### config.mk
export PLATFORM = sky130hd
export DESIGN_NAME = chg_fetch
export DESIGN_NICKNAME = d
export VERILOG_FILES = /design/src/rtl/chg_pkg.sv /design/src/rtl/chg_entry_reg.sv /design/src/rtl/chg_fetch.sv
export SDC_FILE = /design/constraint.sdc
export NUM_CORES = 1
export LEC_CHECK = 0
export CORE_AREA = 10 10 165 167
export DETAILED_ROUTE_END_ITERATION = 6
export DIE_AREA = 0 0 175 177
export SLEW_MARGIN = 40
export SYNTH_ARGS = -nofsm -noshare
export SYNTH_HDL_FRONTEND = slang
export SYNTH_SLANG_ARGS = --single-unit
### constraint.sdc
create_clock -name clock -period 4.9 [get_ports clock]
set_clock_uncertainty 0.15 [all_clocks]
set_input_delay 0.98 -clock clock [delete_from_list [all_inputs] [get_ports clock]]
set_output_delay 0.98 -clock clock [all_outputs]
set_load 0.1 [all_outputs]
### src/rtl/chg_pkg.sv
// Shared definitions for the change-list fetch stage and the Y filter that consumes it.
package chg_pkg;

    localparam int CHG_ENTRY_W = 80;

    localparam int ROW_HI  = 79;
    localparam int ROW_LO  = 64;
    localparam int COL_HI  = 63;
    localparam int COL_LO  = 48;
    localparam int REAL_HI = 47;
    localparam int REAL_LO = 24;
    localparam int IMG_HI  = 23;
    localparam int IMG_LO  = 0;

    typedef enum logic [1:0] {
        ST_IDLE     = 2'd0,
        ST_FIRST_RD = 2'd1,
        ST_PRESENT  = 2'd2,
        ST_DONE     = 2'd3
    } chg_state_e;

endpackage

### src/rtl/chg_entry_reg.sv
// Entry holding register; loads either the SRAM read data or the prefetched entry.
module chg_entry_reg #(
    parameter int W = 80
) (
    input  logic         clock,
    input  logic         reset,
    input  logic         i_load,
    input  logic         i_sel_pf,
    input  logic [W-1:0] i_mem,
    input  logic [W-1:0] i_pf,
    output logic [W-1:0] o_q
);

    logic [W-1:0] r_q;

    always_ff @(posedge clock or negedge reset) begin
        if (!reset)
            r_q <= '0;
        else if (i_load)
            r_q <= i_sel_pf ? i_pf : i_mem;
    end

    assign o_q = r_q;

endmodule

### src/rtl/chg_fetch.sv
// Change-list fetch: streams packed entries from SRAM to the Y filter, one per entry_done,
// with a single prefetch slot so consecutive entries need no bubble.
module chg_fetch
    import chg_pkg::*;
#(
    parameter int ADDR_W  = 10,
    parameter int ENTRY_W = CHG_ENTRY_W
) (
    input  logic               clock,
    input  logic               reset,
    input  logic               start,
    input  logic [ADDR_W:0]    num_entries,
    output logic [ADDR_W-1:0]  chgMem_addr,
    output logic               chgMem_rd_en,
    input  logic [ENTRY_W-1:0] chgMem_data,
    output logic [15:0]        fetch_row,
    output logic [15:0]        fetch_col,
    output logic [23:0]        fetch_real,
    output logic [23:0]        fetch_img,
    output logic               fetch_valid,
    input  logic               entry_done,
    output logic               busy,
    output logic               all_done
);

    chg_state_e        r_state, w_next;
    logic [ADDR_W:0]   r_rd_ptr;
    logic [ADDR_W:0]   r_count;
    logic              r_first;
    logic              r_pf_valid;
    logic              r_fetch_valid;
    logic              r_all_done;

    logic              w_more;
    logic              w_rd_en;
    logic              w_out_ld;
    logic              w_out_sel_pf;
    logic              w_pf_ld;
    logic [ENTRY_W-1:0] w_out_q;
    logic [ENTRY_W-1:0] w_pf_q;

    // r_rd_ptr is the index of the next entry still to be read from SRAM.
    assign w_more = (r_rd_ptr < r_count);

    always_ff @(posedge clock or negedge reset) begin
        if (!reset)
            r_state <= ST_IDLE;
        else
            r_state <= w_next;
    end

    always_comb begin
        w_next       = r_state;
        w_rd_en      = 1'b0;
        w_out_ld     = 1'b0;
        w_out_sel_pf = 1'b0;
        w_pf_ld      = 1'b0;
        case (r_state)
            ST_IDLE: begin
                if (start)
                    w_next = (num_entries == '0) ? ST_DONE : ST_FIRST_RD;
            end
            ST_FIRST_RD: begin
                w_rd_en  = 1'b1;
                w_out_ld = 1'b1;
                w_next   = ST_PRESENT;
            end
            ST_PRESENT: begin
                w_rd_en = r_first && w_more;
                if (entry_done) begin
                    if (r_pf_valid) begin
                        w_out_ld     = 1'b1;
                        w_out_sel_pf = 1'b1;
                    end else if (w_rd_en) begin
                        // Data for k+1 lands on this edge: bypass the prefetch slot.
                        w_out_ld = 1'b1;
                    end else if (!w_more) begin
                        w_next = ST_DONE;
                    end
                end else begin
                    w_pf_ld = w_rd_en;
                end
            end
            ST_DONE: w_next = ST_IDLE;
            default: w_next = ST_IDLE;
        endcase
    end

    always_ff @(posedge clock or negedge reset) begin
        if (!reset) begin
            r_rd_ptr      <= '0;
            r_count       <= '0;
            r_first       <= 1'b0;
            r_pf_valid    <= 1'b0;
            r_fetch_valid <= 1'b0;
            r_all_done    <= 1'b0;
        end else begin
            if (r_state == ST_IDLE && start) begin
                r_count    <= num_entries;
                r_rd_ptr   <= '0;
                r_all_done <= 1'b0;
            end else if (w_rd_en) begin
                r_rd_ptr <= r_rd_ptr + {{ADDR_W{1'b0}}, 1'b1};
            end
            if (r_state == ST_DONE)
                r_all_done <= 1'b1;
            r_first <= w_out_ld;
            if (w_out_ld)
                r_fetch_valid <= 1'b1;
            else if (r_state == ST_PRESENT && w_next == ST_DONE)
                r_fetch_valid <= 1'b0;
            if (w_pf_ld)
                r_pf_valid <= 1'b1;
            else if (w_out_sel_pf)
                r_pf_valid <= 1'b0;
        end
    end

    chg_entry_reg #(.W(ENTRY_W)) u_out_reg (
        .clock    (clock),
        .reset    (reset),
        .i_load   (w_out_ld),
        .i_sel_pf (w_out_sel_pf),
        .i_mem    (chgMem_data),
        .i_pf     (w_pf_q),
        .o_q      (w_out_q)
    );

    chg_entry_reg #(.W(ENTRY_W)) u_pf_reg (
        .clock    (clock),
        .reset    (reset),
        .i_load   (w_pf_ld),
        .i_sel_pf (1'b0),
        .i_mem    (chgMem_data),
        .i_pf     (w_out_q),
        .o_q      (w_pf_q)
    );

    assign chgMem_rd_en = w_rd_en;
    assign chgMem_addr  = r_rd_ptr[ADDR_W-1:0];
    assign fetch_row    = w_out_q[ROW_HI:ROW_LO];
    assign fetch_col    = w_out_q[COL_HI:COL_LO];
    assign fetch_real   = w_out_q[REAL_HI:REAL_LO];
    assign fetch_img    = w_out_q[IMG_HI:IMG_LO];
    assign fetch_valid  = r_fetch_valid;
    assign busy         = (r_state == ST_FIRST_RD) || (r_state == ST_PRESENT);
    assign all_done     = r_all_done;

endmodule

; ---- Word-level counts from Yosys, hierarchy flattened
; Cells that the tools add are included.
[totals]
regBits = 188
in_bits = 95
out_inout_bits = 94
word_cells = 51
[classes]
add_sub_neg = 1
magnitude_cmp = 1
n_eq_ne = 4
muxes = 26
reduce_logical = 10
[ops]
columns = op, n
row1 = $mux W80, 1
row2 = $mux W11, 2
row3 = $mux W1, 14
row4 = $mux W2, 6
row5 = $add A11 B1 Y11 const B, 1
row6 = $logic_not A11 Y1, 1
row7 = $lt A11 B11 Y1, 1
row8 = $pmux W2 S4, 1
row9 = $reduce_bool A2 Y1, 4
row10 = $eq A2 B2 Y1 const B, 3
row11 = $pmux W1 S2, 2
row12 = $logic_and A1 B1 Y1, 3
row13 = $eq A2 B1 Y1 const B, 1
row14 = $logic_not A2 Y1, 1
row15 = $logic_or A1 B1 Y1, 1

; ---- Longest topological paths before layout
; Gate-level depths: netlist of the first run.
[depth]
depth_word = 10
mapped_depth = 11
ltp_nobuf = 9

; ---- Cells and area by module
; Synthesis of the first run repeated with hierarchy kept, for this count alone.
[unflattened]
hier_cells = 899
area_unflattened_um2 = 9292.7
[by_module_without_submodules]
columns = mod, instances, cells_each, area_per_inst_um2, seq_area_each_um2
row1 = chg_entry_reg, 2, 347, 3722.3, 2001.9
row2 = chg_fetch, 1, 205, 1848.0, 700.7

; ---- Worst setup path before layout of the first run
; No wires, ideal clock.
[synth_path]
path_kind = register to output
startpoint = register r_rd_ptr[9]
endpoint = output port chgMem_rd_en
t_arrival_ns = 2.425
required_time_ns = 3.770
slack_ns = 1.345
path_stages_with_launch = 9
path_buffers = 1
path_cell_list = dfrtp_1 ha_1 a21oi_2 a21boi_1 or3_4 a211oi_4 o21ai_2 buf_6 inv_1
[synth_via]
elab_chain_cells = 3
[synth_rtl]
columns = item, line
row1 = start: declaration, chg_fetch.sv:27  ; logic [ADDR_W:0] r_rd_ptr;
row2 = start signal: assignment, chg_fetch.sv:103  ; r_rd_ptr <= r_rd_ptr + {{ADDR_W{1'b0}}, 1'b1};
row3 = $lt A11 B11 Y1, chg_fetch.sv:43  ; assign w_more = (r_rd_ptr < r_count);
row4 = $logic_and A1 B1 Y1, chg_fetch.sv:69  ; w_rd_en = r_first && w_more;
row5 = $pmux W1 S2, chg_fetch.sv:58  ; case (r_state)
row6 = end: declaration, chg_fetch.sv:14  ; output logic chgMem_rd_en,
; Every way passes these cells.

; ---- Worst setup path in the final report of the first run
; Same ends and word-level chain as after synthesis.

==> metrics.yaml, run 1 <==
wire_per_inst_microns: 16.56
grt_pass1_vias: 5886
ioPinCount: 189
critPathMaxFanout: 11
crit_chain: "ha_1 -> a21oi_2 -> a21boi_1 -> or3_4 -> a211oi_4 -> o21ai_2 -> inv_1 -> buf_4"
crit_path_start_kind: "flip-flop"
period_share_pct: 79.45
synth_mux_area_share_pct: 20.72
ys_warn_count: 0
yosys_most_used_dff: "dfrtp_1"
routed_wl_mm: 19.89
synth_compound_area_share_pct: 8.196
clk_pin_slew_worst_paths_ns: 0.07
synthAdderAreaFrac_pct: 2.424
yosysTopAreaCellShare_pct: 56.96
r2r_cells: 9
n_fill_cell: 2311
fmax_ghz: 0.2569
setup_viol: 0
rows: 57
ctsResizeCount: 0
cts_max_path_buffers: 2
holdPathEnd: "u_pf_reg.o_q[0]"
die_w_microns: 175
min_period_ns: 3.893
finalWeightedCongestion: 0.7501
drt_first_iter_violations: 293
final_max_slew_viol_count: 0
synth_nets: 809
coreArea_sq_um: 23960
cp_slowest_cell: "dfrtp_1"
grt_max_degree: 117
clk_latency_ns: 0.42
dieArea_sq_um: 30980
regToRegEndpoint: "u_pf_reg.o_q[28]"
synth-simple-area-share_pct: 7.544
vias_per_cell: 4.664
grt_usage_pct: 13.03
netlist_instances: 698
hold_viol: 0
syn_to_final_growth_pct: 27.48
slew_headroom_pct: 60.19
end_kind: "primary output"
port_buffers: 188
min_from: "u_pf_reg.o_q[0]"
cts_hold_buf: 0
dp_hpwl_mm: 13.58
grt-ovfl-total: 0
cp_slowest_stage_delay_ns: 0.44
syn_area_sq_um: 8259
die_h_microns: 177
synthTopCellsByArea: "dfrtp_1, mux2i_1, mux2_2, a21oi_1, nor2_1"
setup_tns_ns: 0
via_count: 5601
outcome: "completed"
finalNetCount: 974
rsz0062_at_grt: "false"
ys_types: 43
cts_tree: "done"
start_util_pct: 34.47
tightest_slew_ns: 0.5972
drive_gt1_share_pct: 24.32
cts_buffers: 17
holdPathStages: 1
grt_antenna_before_repair: 1
async_flop_share_pct: 100.0
path_class: "flip-flop to primary output"
clock-sinks: 188
cts_max_level: 4
clock-root-buffer: "clkbuf_16"
drcViolationCount: 0
antenna_left: 0
synth_top_area_cell: "dfrtp_1"
arrival_ns: 2.76
rrSetupSlack_ns: 1.87
hold_path.class: "flip-flop to flip-flop"
synth_top_family_by_area: "multiplexers"
seq_area_frac_synth_pct: 56.96
synth-seq-cells: 188
syn_avg_cell_area_sq_um: 11.83
synth_xor_area_share_pct: 0.5302
first_pass_iters: 6
cp.required_ns: 3.77
grt_pass1_wl_mm: 32.53
cts_setup_buffers: 0
synth_edf_count: 0
maxCapViolations: 0
r2r_start: "r_rd_ptr[2]"
[how the worst max path moves through the flow]
stage | start | to | slack (ns) | cells past startpoint
after floorplan | r_rd_ptr[9] | chgMem_rd_en | 1.35 | 8
after global placement | r_rd_ptr[9] | chgMem_rd_en | 1.44 | 8
after detailed placement | entry_done | u_out_reg.o_q[66] | 1.28 | 7
after CTS | r_rd_ptr[9] | chgMem_rd_en | 0.96 | 8
after global routing | r_rd_ptr[9] | chgMem_rd_en | 0.81 | 8
final | r_rd_ptr[9] | chgMem_rd_en | 1.01 | 8
[cells in the final DEF, fill, tap and decap left out, types with 2 or more instances in the layout]
master / n
o21a_1: 2
buf_12: 3
a21o_1: 2
and3_1: 3
o2111ai_1: 2
nor3_1: 2
mux2_1: 9
o211ai_1: 6
inv_8: 3
clkinv_2: 2
nor4_1: 2
nand3_1: 6
nand2_1: 24
inv_1: 13
o21ai_0: 13
mux2i_1: 81
or3_1: 2
clkinv_4: 4
xor2_1: 5
or4_1: 3
nand2b_1: 2
nor2_1: 93
a21oi_1: 85
buf_2: 93
clkdlybuf4s50_1: 93
inv_6: 3
ha_1: 16
mux2_2: 71
dfrtp_1: 188
clkbuf_16: 18
buf_4: 5
[worst max-delay path: cells and delay by family (launching register included)]
kind | cells | cell delay (ns)
buffers and inverters | 2 | 0.37
AND/OR/NAND/NOR | 1 | 0.40
adder cells (fa/ha/maj) | 1 | 0.36
AO/OA/AOI/OAI | 4 | 0.77
flip-flops | 1 | 0.44
[kinds of logic after synthesis]
group           Yosys count
compound gates          120
buf+inv                  62
xor+xnor                  5
flops                   188
fa+ha+maj                16
mux                     161
simple gates            146
[routing by layer]
metal | global-route usage [%] | wire length (microns) | share of wire [%]
met2 | 19.85 | 9012 | 45
met5 | 0 | 0 | 0
met1 | 17.23 | 9397 | 47
met3 | 5.014 | 1380 | 6.9
met4 | 2.861 | 94 | 0.47
[Yosys cell counts (2+ instances only)]
library cell  count
ha_1             16
a21oi_1          85
inv_1            13
nor2_1           93
o2111ai_1         2
or3_1             2
o21a_1            2
dfrtp_1         188
or4_1             3
buf_4            10
a21o_1            2
nor4_1            2
and2_1            2
nand2b_1          2
nand3_1           6
o21ai_0          13
clkbuf_1         21
mux2i_1          81
buf_2            17
o211ai_1          6
and3_1            3
nor3_1            2
nand2_1          25
mux2_1            9
xor2_1            5
mux2_2           71
[final cells by class]
cell class | count | area, sq um | area share (%)
antenna | 1 | 2.502 | 0.02377
clock buffer | 18 | 429.2 | 4.076
clock inverter | 14 | 128.9 | 1.224
inverter | 13 | 48.80 | 0.4635
multi-input combinational | 448 | 3291 | 31.25
sequential | 188 | 4705 | 44.68
tap | 324 | 405.4 | 3.850
timing repair buffer | 195 | 1519 | 14.43
[registers in the layout, indices dropped and copies added (netlist names)]
| register | cells |
|---|---|
| fetch_valid | 1 |
| r_count | 11 |
| r_state | 2 |
| u_pf_reg.o_q | 80 |
| r_rd_ptr | 11 |
| all_done | 1 |
| r_pf_valid | 1 |
| u_out_reg.o_q | 80 |
| r_first | 1 |
[through the flow]
step                worst slack [ns]  hold WS, ns  utilization [%]  cells  instance area [sq um]
global route                  0.8129       0.3591            43.93   1200                  10530
CTS                           0.9560       0.3417            43.93   1200                  10530
floorplan                      1.345       0.2967                -    698                   8259
detailed placement             1.283       0.3239            41.60   1168                   9968
finish                         1.007       0.3362            43.94   1201                  10530
global placement               1.439       0.3140            43.45   1168                  10410
Power of run 1 is not shown: default switching activity piles up to over one toggle a cycle in this logic, so the estimate is an artifact.
==> run 2: changes to the inputs <==
==> constraint.sdc (replaced) <==
create_clock -name clock -period 3.5 [get_ports clock]
set_clock_uncertainty 0.15 [all_clocks]
set_input_delay 0.7 -clock clock [delete_from_list [all_inputs] [get_ports clock]]
set_output_delay 0.7 -clock clock [all_outputs]
set_load 0.1 [all_outputs]
==> run 2 against run 1 <==
  * Clock-buffer cell count fell by 1
  * Sequential share of layout area fell by 1.8 points
  * First-iteration DRC count fell by 8.5%
  * Critical endpoint unchanged
  * Largest cell class unchanged
  * Highest routed layer unchanged
==> metrics.yaml, run 2 (synthesis results as in run 1) <==
setup_viol: 0  # unchanged
die_w_microns: 175  # unchanged
cts_max_level: 4  # unchanged
arrival_ns: 2.50  # -0.26 ns
critPathMaxFanout: 11  # unchanged
clock-sinks: 188  # unchanged
finalNetCount: 981  # +0.72%
maxCapViolations: 0  # unchanged
drcViolationCount: 0  # unchanged
cts_tree: "done"
cts_hold_buf: 0  # unchanged
final_common_cell: "dfrtp_1"
routed_wl_mm: 20.26  # +1.9%
dp_hpwl_mm: 14.01  # +3.1%
hold_viol: 0  # unchanged
crit_path_start_kind: "flip-flop"
setup_tns_ns: 0  # unchanged
drt_first_iter_violations: 268  # -8.5%
grt-ovfl-total: 0  # unchanged
clock-root-buffer: "clkbuf_16"
clk_latency_ns: 0.42  # about the same
period_share_pct: 95.83
cts_max_path_buffers: 2  # unchanged
ioPinCount: 189  # unchanged
syn_to_final_growth_pct: 32.96
slew_headroom_pct: 57.17  # -3.0 points
path_class: "flip-flop to primary output"
final_max_slew_viol_count: 0  # unchanged
n_fill_cell: 2282  # -1.3%
min_period_ns: 3.354
cts_buffers: 17  # unchanged
tightest_slew_ns: 0.6424  # +0.04517 ns
port_buffers: 188  # unchanged
via_count: 5698  # +1.7%
grt_pass1_vias: 6004  # +2.0%
start_util_pct: 34.47  # unchanged
grt_usage_pct: 13.19  # +0.17 points
hold_path.class: "input port to asynchronous set/reset pin"
rrSetupSlack_ns: 0.67  # -1.20 ns
first_pass_iters: 4  # -2
clk_pin_slew_worst_paths_ns: 0.07  # about the same
finalWeightedCongestion: 0.7344  # -2.1%
layout_common_cells: "dfrtp_1, buf_4, nor2_1, clkdlybuf4s50_1, a21oi_1"
grt_pass1_wl_mm: 32.98  # +1.4%
grt_antenna_before_repair: 2  # +1
rsz0062_at_grt: "false"
wire_per_inst_microns: 16.78  # +1.4%
outcome: "completed"
coreArea_sq_um: 23960  # unchanged
drive_gt1_share_pct: 24.86  # +0.54 points
dieArea_sq_um: 30980  # unchanged
end_kind: "primary output"
rows: 57  # unchanged
vias_per_cell: 4.721  # +1.2%
grt_max_degree: 77  # -34%
fmax_ghz: 0.2981
die_h_microns: 177  # unchanged
antenna_left: 0  # unchanged
cp.required_ns: 2.65  # -1.12 ns
## run 2: layout make-up
| type | instances | area [sq um] | share of cell area (%) |
|---|---|---|---|
| Clock buffer | 17 | 425.4 | 3.874 |
| Clock inverter | 13 | 235.2 | 2.142 |
| Sequential cell | 188 | 4706 | 42.85 |
| Timing Repair Buffer | 202 | 1868 | 17.01 |
| Multi-Input combinational cell | 448 | 3288 | 29.94 |
| Tap cell | 324 | 405.4 | 3.691 |
| Antenna cell | 2 | 5.005 | 0.04557 |
| Inverter | 13 | 48.80 | 0.4443 |
## run 2: stage by stage
step           std cells  util [%]  worst slack (ns)  hold WS [ns]  instance area, sq um
6_report            1207     45.83            0.1458        0.1466                 10980
5_1_grt             1205     45.81           0.03383        0.1735                 10980
4_1_cts             1205     45.80           0.04753        0.1661                 10980
3_5_place_dp        1174     42.98            0.4303        0.3247                 10300
3_3_place_gp        1174     42.98            0.5032        0.3103                 10300
2_1_floorplan        698         -            0.2254        0.2544                  8259
## run 2: final timing paths
| path | from | endpoint | depth (start not counted) |
|---|---|---|---|
| max in group asynchronous | reset | u_out_reg.o_q[71] | 2 |
| setup reg to reg | r_rd_ptr[9] | u_pf_reg.o_q[61] | 8 |
| min in group clock | u_pf_reg.o_q[11] | u_pf_reg.o_q[11] | 1 |
| setup / recovery | r_rd_ptr[9] | chgMem_rd_en | 8 |
| hold / removal | reset | r_count[3] | 1 |
| hold reg to reg | u_pf_reg.o_q[11] | u_pf_reg.o_q[11] | 1 |
## run 2: critical path: stages (launching register included)
cell      delay (ns)
dfrtp_2         0.44
ha_1            0.35
a21oi_2         0.14
a21boi_1        0.08
or3_4           0.39
a211oi_4        0.23
o21ai_4         0.14
inv_1           0.13
buf_12          0.18
## run 2: repair_timing
action,in CTS,in global routing
setup endpoints to repair,1,1
buffers inserted,1,0
pin swaps,1,1
resized for setup,1,1
## run 2: metal layers
layer / track usage [%] / share of wire [%] / up-vias
li1: - / - / 2778
met1: 17.02 / 47 / 2778
met2: 20.27 / 45 / 128
met3: 5.355 / 7.2 / 14
met4: 3.214 / 0.86 / 0
met5: 0 / 0 / -
Power of run 2 is left out for the same reason.
